### src/rtl/ram_bist.sv
`default_nettype none
// ============================================================================
// Module   : ram_bist
// Purpose  : Built-in self-test initiator for a 16-bit single-port RAM.
//            Writes an LFSR pattern over addresses 0..last_addr, regenerates
//            the pattern, reads the range back and counts mismatches.
// Options  : RAM_BIST_FAIL_LOG_EN - capture address/data of first mismatch.
// Revision : 1.0 - initial release
// ============================================================================
module ram_bist #(
  parameter int AW = 8
) (
  input  logic          clk,
  input  logic          rst_n,
  input  logic          start_i,
  input  logic [15:0]   seed_i,
  input  logic [AW-1:0] last_addr_i,
  output logic          busy_o,
  output logic          done_o,
  output logic          pass_o,
  output logic [AW:0]   err_cnt_o,
  output logic          ram_wr_o,
  output logic          ram_oe_o,
  output logic [AW-1:0] ram_addr_o,
  output logic [15:0]   ram_din_o,
  input  logic [15:0]   ram_dout_i,
  output logic [AW-1:0] fail_addr_o,
  output logic [15:0]   fail_data_o
);

  typedef enum logic [2:0] {
    S_IDLE  = 3'd0,
    S_WRITE = 3'd1,
    S_GAP   = 3'd2,
    S_READ  = 3'd3,
    S_DRAIN = 3'd4,
    S_DONE  = 3'd5
  } state_t;

  localparam logic [15:0] C_ZERO_SEED_SUB = 16'hACE1;

  state_t        state_q, state_d;
  logic [AW-1:0] addr_q, addr_d;
  logic [AW-1:0] last_q, last_d;
  logic [15:0]   lfsr_q, lfsr_d;
  logic [15:0]   seed_q, seed_d;
  logic [AW:0]   err_q, err_d;
  logic          pass_q, pass_d;
  logic          busy_q, done_q, ram_wr_q, ram_oe_q;
  logic [15:0]   ram_din_q;
  logic          cmp_q;
  logic [15:0]   exp_q;
  logic [15:0]   w_seed_eff;
  logic          w_accept;
  logic          w_mismatch;

  // Fibonacci LFSR, shifting left, taps 15/13/12/10
  function automatic logic [15:0] lfsr_step(input logic [15:0] d);
    lfsr_step = {d[14:0], d[15] ^ d[13] ^ d[12] ^ d[10]};
  endfunction

  // An all-zero seed would lock the LFSR, so substitute a fixed non-zero one
  assign w_seed_eff = (seed_i == 16'h0000) ? C_ZERO_SEED_SUB : seed_i;

  // State register
  always_ff @(posedge clk) begin
    if (!rst_n) state_q <= S_IDLE;
    else        state_q <= state_d;
  end

  // Next-state, address/pattern sequencing and result accumulation
  always_comb begin
    state_d    = state_q;
    addr_d     = addr_q;
    last_d     = last_q;
    lfsr_d     = lfsr_q;
    seed_d     = seed_q;
    err_d      = err_q;
    pass_d     = pass_q;
    w_accept   = 1'b0;
    w_mismatch = cmp_q && (ram_dout_i != exp_q);
    if (w_mismatch) err_d = err_q + (AW+1)'(1);
    case (state_q)
      S_IDLE: begin
        if (start_i) begin
          w_accept = 1'b1;
          state_d  = S_WRITE;
          addr_d   = '0;
          lfsr_d   = w_seed_eff;
          seed_d   = w_seed_eff;
          last_d   = last_addr_i;
          err_d    = '0;
          pass_d   = 1'b0;
        end
      end
      S_WRITE: begin
        if (addr_q == last_q) begin
          // Rewind the pattern so the read pass regenerates word 0 onwards
          state_d = S_GAP;
          addr_d  = '0;
          lfsr_d  = seed_q;
        end else begin
          addr_d = addr_q + AW'(1);
          lfsr_d = lfsr_step(lfsr_q);
        end
      end
      S_GAP: state_d = S_READ;
      S_READ: begin
        if (addr_q == last_q) begin
          state_d = S_DRAIN;
        end else begin
          addr_d = addr_q + AW'(1);
          lfsr_d = lfsr_step(lfsr_q);
        end
      end
      S_DRAIN: begin
        // Final compare lands here, so the verdict includes it
        state_d = S_DONE;
        addr_d  = '0;
        pass_d  = (err_d == '0);
      end
      S_DONE:  state_d = S_IDLE;
      default: state_d = S_IDLE;
    endcase
  end

  // Datapath registers and registered outputs decoded from the next state
  always_ff @(posedge clk) begin
    if (!rst_n) begin
      addr_q    <= '0;
      last_q    <= '0;
      lfsr_q    <= '0;
      seed_q    <= '0;
      err_q     <= '0;
      pass_q    <= 1'b0;
      busy_q    <= 1'b0;
      done_q    <= 1'b0;
      ram_wr_q  <= 1'b0;
      ram_oe_q  <= 1'b0;
      ram_din_q <= '0;
      cmp_q     <= 1'b0;
      exp_q     <= '0;
    end else begin
      addr_q    <= addr_d;
      last_q    <= last_d;
      lfsr_q    <= lfsr_d;
      seed_q    <= seed_d;
      err_q     <= err_d;
      pass_q    <= pass_d;
      busy_q    <= (state_d == S_WRITE) || (state_d == S_GAP) ||
                   (state_d == S_READ)  || (state_d == S_DRAIN);
      done_q    <= (state_d == S_DONE);
      ram_wr_q  <= (state_d == S_WRITE);
      ram_oe_q  <= (state_d == S_READ) || (state_d == S_DRAIN);
      ram_din_q <= (state_d == S_WRITE) ? lfsr_d : 16'h0000;
      // RAM read latency is one cycle: delay the expected word to match
      cmp_q     <= (state_q == S_READ);
      exp_q     <= lfsr_q;
    end
  end

  assign busy_o     = busy_q;
  assign done_o     = done_q;
  assign pass_o     = pass_q;
  assign err_cnt_o  = err_q;
  assign ram_wr_o   = ram_wr_q;
  assign ram_oe_o   = ram_oe_q;
  assign ram_addr_o = addr_q;
  assign ram_din_o  = ram_din_q;

`ifdef RAM_BIST_FAIL_LOG_EN
  logic [AW-1:0] cmp_addr_q;
  logic [AW-1:0] fail_addr_q;
  logic [15:0]   fail_data_q;

  // Remember the first mismatching address/data of a run
  always_ff @(posedge clk) begin
    if (!rst_n) begin
      cmp_addr_q  <= '0;
      fail_addr_q <= '0;
      fail_data_q <= '0;
    end else begin
      cmp_addr_q <= addr_q;
      if (w_accept) begin
        fail_addr_q <= '0;
        fail_data_q <= '0;
      end else if (w_mismatch && (err_q == '0)) begin
        fail_addr_q <= cmp_addr_q;
        fail_data_q <= ram_dout_i;
      end
    end
  end

  assign fail_addr_o = fail_addr_q;
  assign fail_data_o = fail_data_q;
`else
  assign fail_addr_o = '0;
  assign fail_data_o = '0;
`endif

endmodule
`default_nettype wire

### config.mk
export PLATFORM = sky130hd
export DESIGN_NAME = ram_bist
export DESIGN_NICKNAME = d
export VERILOG_FILES = /design/src/rtl/ram_bist.sv
export SDC_FILE = /design/constraint.sdc
export NUM_CORES = 1
export LEC_CHECK = 0
export CAP_MARGIN = 20
export CELL_PAD_IN_SITES_DETAIL_PLACEMENT = 2
export CELL_PAD_IN_SITES_GLOBAL_PLACEMENT = 2
export CORE_ASPECT_RATIO = 0.8
export CORE_MARGIN = 5
export CORE_UTILIZATION = 29
export DETAILED_ROUTE_END_ITERATION = 10
export PLACE_DENSITY = 0.86
export SYNTH_ARGS = -nofsm -noshare
export SYNTH_HDL_FRONTEND = slang
export SYNTH_SLANG_ARGS = --single-unit
### constraint.sdc
create_clock -name clk -period 2.1 [get_ports clk]
set_input_delay 0.42 -clock clk [delete_from_list [all_inputs] [get_ports clk]]
set_output_delay 0.42 -clock clk [all_outputs]
set_load 0.05 [all_outputs]
==> impl_metrics.json, run 1 <==
{
  "grt_pass1_wl_mm": 25.30,
  "count_of_mapped_cells_out_of_synthesis": 466,
  "worstHoldPathCells": 2,
  "crit_type": "flop to flop",
  "timing.reg2reg.setup_slack_ns": -0.006,
  "postLayoutSetupSlackWorst_ns": -0.005509,
  "setup_violations": 1,
  "rows": 39,
  "grt_antenna_before_repair": 0,
  "worstPathMaxFanout": 15,
  "via_count": 3953,
  "die_area_um2": 16990,
  "max-clock-path-buffers": 2,
  "cts_tree": "yes",
  "synth.avg_cell_area_um2": 9.003,
  "hold_viol_final": 0,
  "clk_pin_slew_worst_paths_ns": 0.07,
  "fin_crit_sh": 1.003,
  "route.detailed.drc": 0,
  "grt.total_usage": 0.1878,
  "cts.sink_count": 98,
  "report.final.slew_viol_count": 0,
  "synthDominantCellAreaShare": 0.4676,
  "cts_buffers": 9,
  "mostFrequentLayoutCell": "sky130_fd_sc_hd__dfxtp_1",
  "synth.lib_cells_used.distinct": 45,
  "placement.io_buffers": 80,
  "worstMarginPinSlew_ns": 0.6233,
  "layout.filler_cells": 1563,
  "timing.critical_path.to_type": "flop",
  "floorplan.io_pins": 105,
  "footprint_of_the_multi_input_gates_um2": 2048,
  "via_count_of_the_first_global_routing_pass": 4498,
  "worst_ep_required_time_ns": 2.30,
  "place_inst": 760,
  "antenna_left": 0,
  "timing.slew.headroom": 0.5836,
  "p_leak_nw": 2.307,
  "clock_insertion_delay_worst_skew_ns": 0.35,
  "hold_path_startpoint": "seed_q[3]$_SDFFE_PN0P_",
  "floorplan.initialDensity": 0.2944,
  "ys_seq_area_frac": 0.4676,
  "synth_area_leaders": "sky130_fd_sc_hd__dfxtp_1 47%, sky130_fd_sc_hd__nor2_1 7.2%, sky130_fd_sc_hd__xnor2_1 6.9%, sky130_fd_sc_hd__buf_4 4.7%, sky130_fd_sc_hd__nand2_1 3.8%",
  "maximum_number_of_pins_on_one_net_before_global_route_repair": 44,
  "routed_wire_length_per_instance_um": 20.56,
  "drv_cap": 0,
  "failed_checks": "negative setup slack",
  "finalWirelength_mm": 16.10,
  "worstReg2RegStart": "state_q[1]$_SDFF_PN0_",
  "layout.cells.most_common_list": "97 x sky130_fd_sc_hd__dfxtp_1, 80 x sky130_fd_sc_hd__nor2_1, 72 x sky130_fd_sc_hd__buf_4",
  "ir_drop_mv": 0.4457,
  "timing.hold.worst.class": "flop to flop",
  "detailed_route_vias_per_instance": 5.049,
  "layout.core_utilization": 0.4078,
  "drt_pass1_iterations": 5,
  "dp_hpwl_mm": 11.33,
  "timing.critical_path.from_type": "flop",
  "synth-warning-count": 0,
  "layout-drive-gt1-share": 0.1770,
  "ff_latch_area_um2": 1963,
  "max_clock_freq_ghz": 0.4749,
  "clk_root_buffer_cell": "sky130_fd_sc_hd__clkbuf_16",
  "die_y_um": 117.6,
  "globalplace.congestion": 0.7907,
  "outcome": "finished with violations",
  "number_of_antenna_cells_inserted": 0,
  "fin_hold_ws_ns": 0.4697,
  "largest_clock_skew_in_the_final_design_ns": 0.007945,
  "timing.hold.worst_endpoint": "seed_q[3]$_SDFFE_PN0P_",
  "synth_top_area_cell": "sky130_fd_sc_hd__dfxtp_1",
  "ys_ff_latch": 98,
  "final_nets": 640,
  "drt-initial-drc-count": 194,
  "synthToLayoutAreaGrowth_pct": 38.50,
  "power-per-cell-area_nw_per_um2": 946.5,
  "final_period_minus_worst_setup_slack_ns": 2.106,
  "worst-r2r-cell-count": 5,
  "critical_path.reg2reg.endpoint": "lfsr_q[13]$_SDFF_PN0_",
  "grt-ovfl-total": 0,
  "worstPathArrival_ns": 2.30,
  "die_w_um": 144.5,
  "post_syn_area_um2": 4195,
  "ctsHtreeMaxLevel": 3,
  "stdcell_count": 783,
  "totalPowerFinal_mw": 5.500,
  "core_area_um2": 14250
}
==> stage by stage <==
stage	worst slack (ns)	cell area [um2]	setup TNS (ns)
6_report	-0.005509	5811	-0.005509
5_1_grt	-0.1293	5811	-0.2325
4_1_cts	0.007379	5727	0
3_5_place_dp	-0.3092	5411	-9.297
3_3_place_gp	-0.1990	5411	-3.721
2_1_floorplan	0.04024	4283	0
==> worst max-delay path, stage by stage (launching register included) <==
cell,delay (ns)
sky130_fd_sc_hd__dfxtp_1,0.44
sky130_fd_sc_hd__inv_1,0.27
sky130_fd_sc_hd__o21ai_0,0.20
sky130_fd_sc_hd__a21o_2,0.37
sky130_fd_sc_hd__a221oi_1,0.52
sky130_fd_sc_hd__nor2_1,0.14
==> repair_timing <==
item / CTS / global route
setup buffers: 5 / 3
pin swaps: 1 / 3
resized for setup: 3 / 18
endpoints found under the setup margin: 25 / 28
hold buffers: 0 / 0
==> routing by layer <==
layer	part of all wire	global-route usage
met1	0.42	0.2393
met2	0.51	0.3226
met3	0.048	0.03249
met4	0.020	0.05420
met5	0	0
==> logic make-up (layout without fill, tap and decap cells) <==
logic type | after synthesis | count (layout) | share of synthesized area
adder cells (fa/ha/maj) | 2 | 2 | 0.005964
flip-flops | 98 | 98 | 0.4676
XOR/XNOR | 42 | 42 | 0.08768
other | 1 | 24 | 0.0008939
buffers and inverters | 56 | 166 | 0.07933
AND/OR/NAND/NOR | 182 | 182 | 0.2046
multiplexers | 3 | 3 | 0.007158
AO/OA/AOI/OAI | 82 | 82 | 0.1467
==> worst max path at each step <==
| stage | cells after the start | startpoint | to |
|---|---|---|---|
| after CTS | 1 | err_cnt_o[4]$_SDFF_PN0_ | err_cnt_o[4] |
| after global placement | 8 | ram_dout_i[13] | err_cnt_o[3]$_SDFF_PN0_ |
| after detailed placement | 8 | ram_dout_i[11] | err_cnt_o[4]$_SDFF_PN0_ |
| final | 5 | state_q[1]$_SDFF_PN0_ | lfsr_q[13]$_SDFF_PN0_ |
| after global routing | 5 | state_q[1]$_SDFF_PN0_ | lfsr_q[13]$_SDFF_PN0_ |
| after floorplan | 6 | ram_addr_o[2]$_SDFFE_PN0P_ | lfsr_q[0]$_SDFF_PN0_ |
==> synthesized netlist by cell type <==
library cell and number:
sky130_fd_sc_hd__clkinv_1 1, sky130_fd_sc_hd__mux2i_1 3, sky130_fd_sc_hd__o21ai_0 6, sky130_fd_sc_hd__a22oi_1 1
sky130_fd_sc_hd__nand4_1 8, sky130_fd_sc_hd__ha_1 2, sky130_fd_sc_hd__o2bb2ai_1 7, sky130_fd_sc_hd__o41a_1 1
sky130_fd_sc_hd__buf_2 8, sky130_fd_sc_hd__a32oi_1 1, sky130_fd_sc_hd__nand3b_1 3, sky130_fd_sc_hd__nor2_1 80
sky130_fd_sc_hd__inv_1 8, sky130_fd_sc_hd__a21o_1 1, sky130_fd_sc_hd__nor3_1 6, sky130_fd_sc_hd__o2111a_1 1
sky130_fd_sc_hd__a21oi_4 1, sky130_fd_sc_hd__xnor2_1 33, sky130_fd_sc_hd__and4_1 4, sky130_fd_sc_hd__a21oi_1 24
sky130_fd_sc_hd__nand2b_1 2, sky130_fd_sc_hd__a41o_1 1, sky130_fd_sc_hd__nor4_1 7, sky130_fd_sc_hd__a211oi_1 10
sky130_fd_sc_hd__and3b_1 1, sky130_fd_sc_hd__a21boi_0 8, sky130_fd_sc_hd__and2_1 16, sky130_fd_sc_hd__a2111oi_2 1
sky130_fd_sc_hd__buf_6 2, sky130_fd_sc_hd__conb_1 1, sky130_fd_sc_hd__nand2_1 43, sky130_fd_sc_hd__buf_4 26
sky130_fd_sc_hd__o32ai_2 1, sky130_fd_sc_hd__a22o_1 1, sky130_fd_sc_hd__dfxtp_1 98, sky130_fd_sc_hd__nor4_4 1
sky130_fd_sc_hd__clkbuf_1 11, sky130_fd_sc_hd__nand4_2 2, sky130_fd_sc_hd__and3_1 2, sky130_fd_sc_hd__a222oi_1 8
sky130_fd_sc_hd__a221oi_1 7, sky130_fd_sc_hd__nand3_1 7, sky130_fd_sc_hd__a41oi_1 1, sky130_fd_sc_hd__xor2_1 9
sky130_fd_sc_hd__a31oi_1 1
==> sequential cells by signal, summed over array words and instances, names as in the netlist <==
register and flops:
cmp_q 1, ram_din_o 16, exp_q 16, lfsr_q 16, err_cnt_o 9, done_o 1
last_q 8, seed_q 16, busy_o 1, state_q 3, ram_addr_o 8, ram_oe_o 1
ram_wr_o 1, pass_o 1
==> report_power, final <==
group | switching [mW] | internal [mW]
Combinational | 1.06 | 0.635
Sequential | 0.167 | 2.05
Clock | 0.747 | 0.841
Total | 1.97 | 3.53
==> final cells by class <==
type                    instances  area share
clock inverters                 5    0.006675
multi-input cells             335      0.3525
repair buffers                142      0.2164
clock buffers                  10     0.04113
inverters                       9    0.005814
flip-flops and latches         98      0.3379
well taps                     184     0.03962
Power figures use the tool's default switching activity.
==> run 2, diff against run 1 <==
--- a/config.mk
+++ b/config.mk
@@ -12,6 +12,7 @@
 export CORE_MARGIN = 5
 export CORE_UTILIZATION = 29
 export DETAILED_ROUTE_END_ITERATION = 10
+export HOLD_SLACK_MARGIN = 0.06
 export PLACE_DENSITY = 0.86
 export SYNTH_ARGS = -nofsm -noshare
 export SYNTH_HDL_FRONTEND = slang
==> results of run 2 <==
Same layout as run 1: the final DEF is identical, and so are final timing and power.
